==> src/rtl/alu_serial_ctrl.sv <==
// Command sequencer for the serial ALU: accepts one parallel operation, shifts a
// 99-bit CRC4-protected request frame onto sin, and deserializes/checks the reply.
module alu_serial_ctrl #(
  parameter int unsigned TIMEOUT_CYCLES = 1000
) (
  input  logic        clk,
  input  logic        rst,
  input  logic        cmd_valid,
  output logic        cmd_ready,
  input  logic [31:0] cmd_A,
  input  logic [31:0] cmd_B,
  input  logic [2:0]  cmd_op,
  input  logic        cmd_bad_crc,
  output logic        sin,
  input  logic        sout,
  output logic        busy,
  output logic        rsp_valid,
  output logic        rsp_status,
  output logic [31:0] rsp_C,
  output logic [3:0]  rsp_flags,
  output logic        rsp_crc3_ok,
  output logic [5:0]  rsp_err_flags,
  output logic        rsp_parity,
  output logic        rsp_frame_err,
  output logic        rsp_timeout
);

  typedef enum logic [2:0] {S_IDLE, S_TX, S_WAIT, S_RX, S_DONE} state_t;

  function automatic logic [3:0] crc4_f(input logic [67:0] d);
    logic [67:0] s;
    logic [3:0]  c;
    logic        fb;
    s = d;
    c = '0;
    for (int unsigned i = 0; i < 68; i++) begin
      fb = c[3] ^ s[67];
      c  = {c[2:0], 1'b0} ^ {2'b00, fb, fb};
      s  = s << 1;
    end
    return c;
  endfunction

  function automatic logic [2:0] crc3_f(input logic [36:0] d);
    logic [36:0] s;
    logic [2:0]  c;
    logic        fb;
    s = d;
    c = '0;
    for (int unsigned i = 0; i < 37; i++) begin
      fb = c[2] ^ s[36];
      c  = {c[1:0], 1'b0} ^ {1'b0, fb, fb};
      s  = s << 1;
    end
    return c;
  endfunction

  function automatic logic [10:0] pkt_f(input logic typ, input logic [7:0] pl);
    return {1'b0, typ, pl, 1'b1};
  endfunction

  state_t      state_q;
  logic        cmd_ready_q, sin_q, busy_q, rsp_valid_q;
  logic [98:0] frame_q;
  logic [6:0]  tx_cnt_q;
  logic [31:0] to_cnt_q;
  logic [3:0]  rx_cnt_q;
  logic [8:0]  rx_sh_q;
  logic [31:0] rx_c_q;
  logic [2:0]  pkt_cnt_q;
  logic        st_q, ok3_q, par_q, fe_q, to_q;
  logic [31:0] c_q;
  logic [3:0]  fl_q;
  logic [5:0]  ef_q;

  logic [3:0]  crc_d;
  logic [98:0] frame_d;
  logic [9:0]  rx_pkt_d;
  logic        fin_d, data_d, st_d, ok3_d, par_d, fe_d, to_d;
  logic [31:0] c_d;
  logic [3:0]  fl_d;
  logic [5:0]  ef_d;

  always_comb begin
    crc_d    = crc4_f({cmd_B, cmd_A, 1'b1, cmd_op}) ^ {3'b000, cmd_bad_crc};
    frame_d  = {pkt_f(1'b0, cmd_B[31:24]), pkt_f(1'b0, cmd_B[23:16]),
                pkt_f(1'b0, cmd_B[15:8]),  pkt_f(1'b0, cmd_B[7:0]),
                pkt_f(1'b0, cmd_A[31:24]), pkt_f(1'b0, cmd_A[23:16]),
                pkt_f(1'b0, cmd_A[15:8]),  pkt_f(1'b0, cmd_A[7:0]),
                pkt_f(1'b1, {1'b0, cmd_op, crc_d})};
    // {type, payload[7:0], stop} of the packet whose stop bit is on sout now
    rx_pkt_d = {rx_sh_q, sout};
  end

  always_comb begin
    fin_d  = 1'b0;
    data_d = 1'b0;
    st_d   = 1'b1;
    c_d    = '0;
    fl_d   = '0;
    ok3_d  = 1'b0;
    ef_d   = '0;
    par_d  = 1'b0;
    fe_d   = 1'b0;
    to_d   = 1'b0;
    if (state_q == S_WAIT && sout && to_cnt_q == 32'(TIMEOUT_CYCLES)) begin
      fin_d = 1'b1;
      to_d  = 1'b1;
    end
    if (state_q == S_RX && rx_cnt_q == 4'd9) begin
      if (!rx_pkt_d[0]) begin
        fin_d = 1'b1;
        fe_d  = 1'b1;
      end else if (rx_pkt_d[9]) begin
        fin_d = 1'b1;
        if (pkt_cnt_q == 3'd0) begin
          ef_d  = rx_pkt_d[7:2];
          par_d = rx_pkt_d[1];
        end else if (pkt_cnt_q == 3'd4) begin
          st_d  = 1'b0;
          c_d   = rx_c_q;
          fl_d  = rx_pkt_d[7:4];
          ok3_d = (crc3_f({rx_c_q, 1'b0, rx_pkt_d[7:4]}) == rx_pkt_d[3:1]);
        end else begin
          fe_d  = 1'b1;
        end
      end else if (pkt_cnt_q < 3'd4) begin
        data_d = 1'b1;
      end else begin
        fin_d = 1'b1;
        fe_d  = 1'b1;
      end
    end
  end

  always_ff @(posedge clk) begin
    if (rst) begin
      state_q     <= S_IDLE;
      cmd_ready_q <= 1'b0;
      sin_q       <= 1'b1;
      busy_q      <= 1'b0;
      rsp_valid_q <= 1'b0;
      frame_q     <= '0;
      tx_cnt_q    <= '0;
      to_cnt_q    <= '0;
      rx_cnt_q    <= '0;
      rx_sh_q     <= '0;
      rx_c_q      <= '0;
      pkt_cnt_q   <= '0;
      st_q        <= 1'b0;
      c_q         <= '0;
      fl_q        <= '0;
      ok3_q       <= 1'b0;
      ef_q        <= '0;
      par_q       <= 1'b0;
      fe_q        <= 1'b0;
      to_q        <= 1'b0;
    end else begin
      rsp_valid_q <= 1'b0;
      case (state_q)
        S_IDLE: begin
          cmd_ready_q <= 1'b1;
          if (cmd_valid && cmd_ready_q) begin
            cmd_ready_q <= 1'b0;
            busy_q      <= 1'b1;
            sin_q       <= frame_d[98];
            frame_q     <= {frame_d[97:0], 1'b1};
            tx_cnt_q    <= 7'd1;
            pkt_cnt_q   <= '0;
            rx_c_q      <= '0;
            state_q     <= S_TX;
          end
        end
        S_TX: begin
          sin_q   <= frame_q[98];
          frame_q <= {frame_q[97:0], 1'b1};
          // WAIT begins while the last stop bit is still on the line
          if (tx_cnt_q == 7'd98) begin
            state_q  <= S_WAIT;
            to_cnt_q <= '0;
          end else begin
            tx_cnt_q <= tx_cnt_q + 7'd1;
          end
        end
        S_WAIT: begin
          sin_q <= 1'b1;
          if (!sout) begin
            state_q  <= S_RX;
            rx_cnt_q <= '0;
            to_cnt_q <= '0;
          end else begin
            to_cnt_q <= to_cnt_q + 32'd1;
          end
        end
        S_RX: begin
          rx_sh_q  <= rx_pkt_d[8:0];
          rx_cnt_q <= rx_cnt_q + 4'd1;
          if (data_d) begin
            rx_c_q    <= {rx_c_q[23:0], rx_pkt_d[8:1]};
            pkt_cnt_q <= pkt_cnt_q + 3'd1;
            to_cnt_q  <= '0;
            state_q   <= S_WAIT;
          end
        end
        S_DONE: begin
          state_q     <= S_IDLE;
          cmd_ready_q <= 1'b1;
        end
        default: state_q <= S_IDLE;
      endcase
      if (fin_d) begin
        state_q     <= S_DONE;
        rsp_valid_q <= 1'b1;
        busy_q      <= 1'b0;
        st_q        <= st_d;
        c_q         <= c_d;
        fl_q        <= fl_d;
        ok3_q       <= ok3_d;
        ef_q        <= ef_d;
        par_q       <= par_d;
        fe_q        <= fe_d;
        to_q        <= to_d;
      end
    end
  end

  assign cmd_ready     = cmd_ready_q;
  assign sin           = sin_q;
  assign busy          = busy_q;
  assign rsp_valid     = rsp_valid_q;
  assign rsp_status    = st_q;
  assign rsp_C         = c_q;
  assign rsp_flags     = fl_q;
  assign rsp_crc3_ok   = ok3_q;
  assign rsp_err_flags = ef_q;
  assign rsp_parity    = par_q;
  assign rsp_frame_err = fe_q;
  assign rsp_timeout   = to_q;

endmodule
==> config.mk <==
export PLATFORM = sky130hd
export DESIGN_NAME = alu_serial_ctrl
export DESIGN_NICKNAME = d
export VERILOG_FILES = /design/src/rtl/alu_serial_ctrl.sv
export SDC_FILE = /design/constraint.sdc
export NUM_CORES = 1
export LEC_CHECK = 0
export ABC_CLOCK_PERIOD_IN_PS = 8330
export CAP_MARGIN = 0
export CORE_UTILIZATION = 35
export DETAILED_ROUTE_END_ITERATION = 10
export HOLD_SLACK_MARGIN = 0.06
export PLACE_DENSITY_LB_ADDON = 0.12
export SKIP_LAST_GASP = 1
export SLEW_MARGIN = 25
export SYNTH_ARGS = -nofsm -noshare
export SYNTH_HDL_FRONTEND = slang
export SYNTH_SLANG_ARGS = --single-unit
==> constraint.sdc <==
create_clock -name clk -period 8.33 [get_ports clk]
set_input_delay 1.2495 -clock clk [delete_from_list [all_inputs] [get_ports clk]]
set_output_delay 1.2495 -clock clk [all_outputs]
set_load 0.02 [all_outputs]
== After elaboration in Yosys (flattened, before gate mapping) ==
Cells that the tools add are included.

* Logic and storage cells: 340
* Input bits: 72
* Output and inout bits: 51
* Register bits after elaboration: 240

* Bitwise operators: 204
* $lt $le $gt $ge: 1
* Reductions and logical operators: 22
* $add $sub $neg: 4
* Eq/ne operators: 18
* Multiplexer cells: 70

{| class="wikitable"
|+ Operators with widths
! cell !! number
|-
| $mux 32 || 10
|-
| $xor 4x2->4 || 66
|-
| $pmux 99 s2 || 1
|-
| $xor 3x2->3 || 37
|-
| $mux 99 || 1
|-
| $xor 1x1->1 || 98
|-
| $pmux 32 s3 || 1
|-
| $pmux 32 s2 || 1
|-
| $add 32x1->32 const B || 1
|-
| $eq 32x10->1 const B || 1
|-
| $mux 1 || 31
|-
| $mux 4 || 6
|-
| $mux 6 || 4
|-
| $mux 3 || 7
|-
| $mux 7 || 2
|-
| $pmux 7 s2 || 1
|-
| $ne 3x3->1 const B || 4
|-
| $pmux 3 s4 || 1
|-
| $ne 2x2->1 const B || 5
|-
| $reduce_and 3->1 || 3
|-
| $pmux 4 s2 || 1
|-
| $reduce_and 2->1 || 4
|-
| $reduce_and 4->1 || 2
|-
| $reduce_bool 2->1 || 4
|-
| other kinds (20) || 27
|}

== Depth between registers and ports, before layout ==
* Depth after elaboration: 135
* Depth in mapped cells: 11
* Mapped depth without buffers: 10

== Worst setup path after synthesis ==
Ideal clock, no wire load.

* Path type: input port to flip-flop
* From: input cmd_B[29]
* To: register frame_q[5]
* Arrival: 3573 ps
* Cell stages on the path: 8
* Setup slack: 4625 ps
* Data required time: 8197 ps
* Library setup time: 133 ps
* Buffers on the path: 0
* Cell sequence: xor3_2 -> xnor3_1 -> xor3_1 -> xnor3_1 -> xnor3_1 -> xor3_1 -> nand2_1 -> a31oi_1

* Cells in the longest elaborated chain, start to end: 91
* Elaborated cells between the ends (all ways): 129
* Classes of those cells: mux (2); bitwise (127)

{| class="wikitable"
|+ RTL lines
! item !! line !! RTL
|-
| start: declaration || 11 || <nowiki>input logic [31:0] cmd_B,</nowiki>
|-
| $xor 1x1->1 * || 37 || <nowiki>fb = c[3] ^ s[67];</nowiki>
|-
| $xor 4x2->4 * (3 in series) || 38 || <nowiki>c = {c[2:0], 1'b0} ^ {2'b00, fb, fb};</nowiki>
|-
| $xor 1x1->1 || 37 ||
|-
| $xor 4x2->4 * (3 in series) || 38 ||
|-
| $xor 1x1->1 || 37 ||
|-
| $xor 4x2->4 * (3 in series) || 38 ||
|-
| $xor 1x1->1 || 37 ||
|-
| $xor 4x2->4 * (3 in series) || 38 ||
|-
| [61 not listed] || - ||
|-
| $xor 4x2->4 * (3 in series) || 38 ||
|-
| $xor 1x1->1 || 37 ||
|-
| $xor 4x2->4 * (3 in series) || 38 ||
|-
| $xor 1x1->1 || 37 ||
|-
| $xor 4x2->4 * (3 in series) || 38 ||
|-
| $xor 4x1->4 * || 85 || <nowiki>crc_d = crc4_f({cmd_B, cmd_A, 1'b1, cmd_op}) ^ {3'b000, cmd_bad_crc};</nowiki>
|-
| $mux 99 * || 163 || <nowiki>if (cmd_valid && cmd_ready_q) begin</nowiki>
|-
| $pmux 99 s2 * || 160 || <nowiki>case (state_q)</nowiki>
|-
| end signal: assignment || 167 || <nowiki>frame_q <= {frame_d[97:0], 1'b1};</nowiki>
|-
| end signal: assignment || 176 || <nowiki>frame_q <= {frame_q[97:0], 1'b1};</nowiki>
|-
| end: declaration || 64 || <nowiki>logic [98:0] frame_q;</nowiki>
|}

Every way passes the cells marked *; elsewhere a longest branch is shown, timed or not. The select of a mux whose other input is x is not followed.
A chain may end at the register's enable or synchronous reset.

== Worst setup path after layout ==
Same ends and word-level chain as after synthesis.

==> results.sh <==
export IMPL_status="finished, final reports clean"
export IMPL_num_rows=64
export IMPL_ys_types=46
export IMPL_worstRegToRegCells=5
export IMPL_crit_path_end_kind="flip-flop"
export IMPL_critPathArrivalTime_ns=4.30
export IMPL_synth_top_area_cell="dfxtp_1"
export IMPL_nets=1355
export IMPL_required_ns=8.71
export IMPL_syn_inst=1195
export IMPL_finish_utilization_pct=43.30
export IMPL_place_congestion=0.7524
export IMPL_start_util_pct=35.49
export IMPL_syn_area_um2=10830
export IMPL_cts_resized=0
export IMPL_drt_pass1_iterations=5
export IMPL_diodes=0
export IMPL_r2r_end="tx_cnt_q[6]"
export IMPL_cts_root_buf="clkbuf_16"
export IMPL_clockBufferDepth=3
export IMPL_antenna_found_initial=0
export IMPL_grtUsageTotal_pct=17.40
export IMPL_synth_edf_count=0
export IMPL_r2r_start="state_q[0]"
export IMPL_drv_cap=0
export IMPL_rsz0062_at_grt="no"
export IMPL_clock_latency_ns=0.53
export IMPL_syn_nets=1275
export IMPL_synthArstFlopShare_pct=0
export IMPL_dp_hpwl_mm=17.98
export IMPL_cts_hold_buf=0
export IMPL_coreArea_um2=30510
export IMPL_path_clk_slew_ns=0.06
export IMPL_stdcell_area_um2=13210
export IMPL_pin_count=123
export IMPL_synth_seq_area_share_pct=44.37
export IMPL_max_freq_mhz=254.6
export IMPL_ant_nets=0
export IMPL_overflow=0
export IMPL_routedWlPerCell_um=16.35
export IMPL_die_y_um=177.9
export IMPL_drtIter0Drc=587
export IMPL_finClkSkew_ns=0.009961
export IMPL_via_per_inst=5.095
export IMPL_maxSlewViolCount=0
export IMPL_min_period_ns=3.928
export IMPL_routed_wl_mm=27.58
export IMPL_ir_worst_vdd_uv=158.4
export IMPL_power_density_nw_per_um2=229.9
export IMPL_crit_type="in -> reg"
export IMPL_htreeDepth=1
export IMPL_timing_slew_headroom_pct=32.47
export IMPL_synth_top_area_share_pct=44.37
export IMPL_synth_warnings=0
export IMPL_setup_violations=0
export IMPL_crit_end="frame_q[5]"
export IMPL_path_max_fanout=2
export IMPL_finalSetupTns_ns=0
export IMPL_hold_violations=0
export IMPL_synthTopCellsByArea="dfxtp_1 (44%), xnor3_1 (6.9%), a21oi_1 (6.2%)"
export IMPL_grt_pass1_vias=8108
export IMPL_grt_start_max_net_pins=98
export IMPL_syn_area_per_cell_um2=9.061
export IMPL_grt_pass1_wl_mm=44.17
export IMPL_numClockSinks=240
export IMPL_drcViolationCount=0
export IMPL_total_power_mw=3.038
export IMPL_port_buffers=122
export IMPL_whs_ns=0.4413
export IMPL_synthFlopType="dfxtp_1"
export IMPL_vias=8596
export IMPL_ys_ff_latch=240
export IMPL_startpoint="cmd_B[29]"
export IMPL_cts_buffers=27
export IMPL_cp_start_kind="input pin"
export IMPL_postCtsSetupBuffers=0
export IMPL_fp_dieArea_um2=31640
export IMPL_placed_area_um2=12350
export IMPL_drive_above_1_share_pct=5.190
export IMPL_p_leak_nw=4.773
export IMPL_min_path_type="reg -> reg"
export IMPL_die_x_um=177.9
export IMPL_finalCritPeriodShare_pct=47.16
export IMPL_cts_tree="yes"
export IMPL_r2r_setup_slack_ns=5.29
export IMPL_worst_pin_slew_ns=1.013
export IMPL_syn_to_final_growth_pct=22.01
## placed cells by master, fill, tap and decap left out, drive strengths merged, types with 2 or more instances in the layout
master           n
a211oi           3
a21oi          134
a22o            44
a22oi           60
a31oi            4
and3            10
buf              9
clkbuf          36
clkdlybuf4s50  121
clkinv           6
clkinvlp         2
dfxtp          240
ha               8
inv              9
mux2i            7
nand2          174
nand2b           4
nand3           63
nand4           10
nor2           103
nor2b            2
nor3            33
nor3b            2
nor4            16
nor4b            4
o21ai           12
o221ai           2
o22ai            2
or2              2
or3              8
xnor2           62
xnor3           33
xor2            45
xor3             8
## metal layers
metal,global-route usage (%),wire length [um],vias to the layer above
li1,-,-,4343
met1,24.51,13450,4085
met2,28.15,12810,135
met3,2.399,947,33
met4,3.704,376,0
met5,0,0,-
## worst min path at each step
stage                           start          end  slack [ns]  depth (start not counted)
after floorplan           frame_q[21]  frame_q[22]        0.43                          2
after global placement    frame_q[42]  frame_q[43]        0.44                          2
after detailed placement  frame_q[32]  frame_q[33]        0.44                          2
after CTS                 frame_q[64]  frame_q[65]        0.45                          2
after global routing      frame_q[75]  frame_q[76]        0.47                          2
final                     frame_q[20]  frame_q[21]        0.44                          2
## cells by family (layout without fill, tap and decap cells)
logic type / count (synthesis) / in the layout / share of synthesized area (%)
flip-flops: 240 / 240 / 44.37
XOR/XNOR: 148 / 148 / 17.29
AO/OA/AOI/OAI: 267 / 267 / 15.63
buffers and inverters: 88 / 184 / 3.062
adder cells (fa/ha/maj): 8 / 8 / 0.9245
multiplexers: 8 / 8 / 0.7511
AND/OR/NAND/NOR: 436 / 436 / 17.97
## per-stage QoR
step / worst slack, ns / cells
2_1_floorplan: 4.625 / 1195
3_3_place_gp: 3.955 / 1642
3_5_place_dp: 3.843 / 1642
4_1_cts: 4.400 / 1687
5_1_grt: 4.292 / 1687
6_report: 4.402 / 1687
## registers in the layout, summed over array words and instances (netlist names), 3 cells and up
signal	count
frame_q	99
rsp_C	32
rx_c_q	32
to_cnt_q	32
rx_sh_q	9
tx_cnt_q	7
rsp_err_flags	6
rsp_flags	4
rx_cnt_q	4
pkt_cnt_q	3
state_q	3
## worst max-delay path, cell delays in order
cell	delay, ns
clkdlybuf4s50_1	0.49
xor3_2	0.46
xnor3_1	0.42
xor3_1	0.41
xnor3_1	0.41
xnor3_1	0.45
xor3_1	0.24
nand2_1	0.08
a31oi_1	0.08
## layout make-up
class / count / area [um^2]
fillers: 3015 / 17300
multi-input cells: 867 / 5737
flip-flops and latches: 240 / 4805
repair buffers: 130 / 1286
clock buffers: 36 / 779.5
well taps: 396 / 495.5
clock inverters: 9 / 75.07
inverters: 9 / 33.78
## Yosys cell counts (9+ instances only)
master    count
and3_1       10
dfxtp_1     240
a22o_1       44
nand3_1      63
nor4_1       16
nand4_1      10
clkbuf_1     73
nand2_1     174
o21ai_0      12
a22oi_1      60
xnor3_1      33
nor2_1      103
nor3_1       31
xnor2_1      62
inv_1         9
xor2_1       45
a21oi_1     134
## report_power, final
group	total (mW)	switching (mW)	internal (mW)
Sequential	1.21	0.0217	1.19
Clock	1.15	0.472	0.680
Combinational	0.678	0.292	0.387
Total	3.04	0.786	2.25
(Power assumes the default switching activity.)
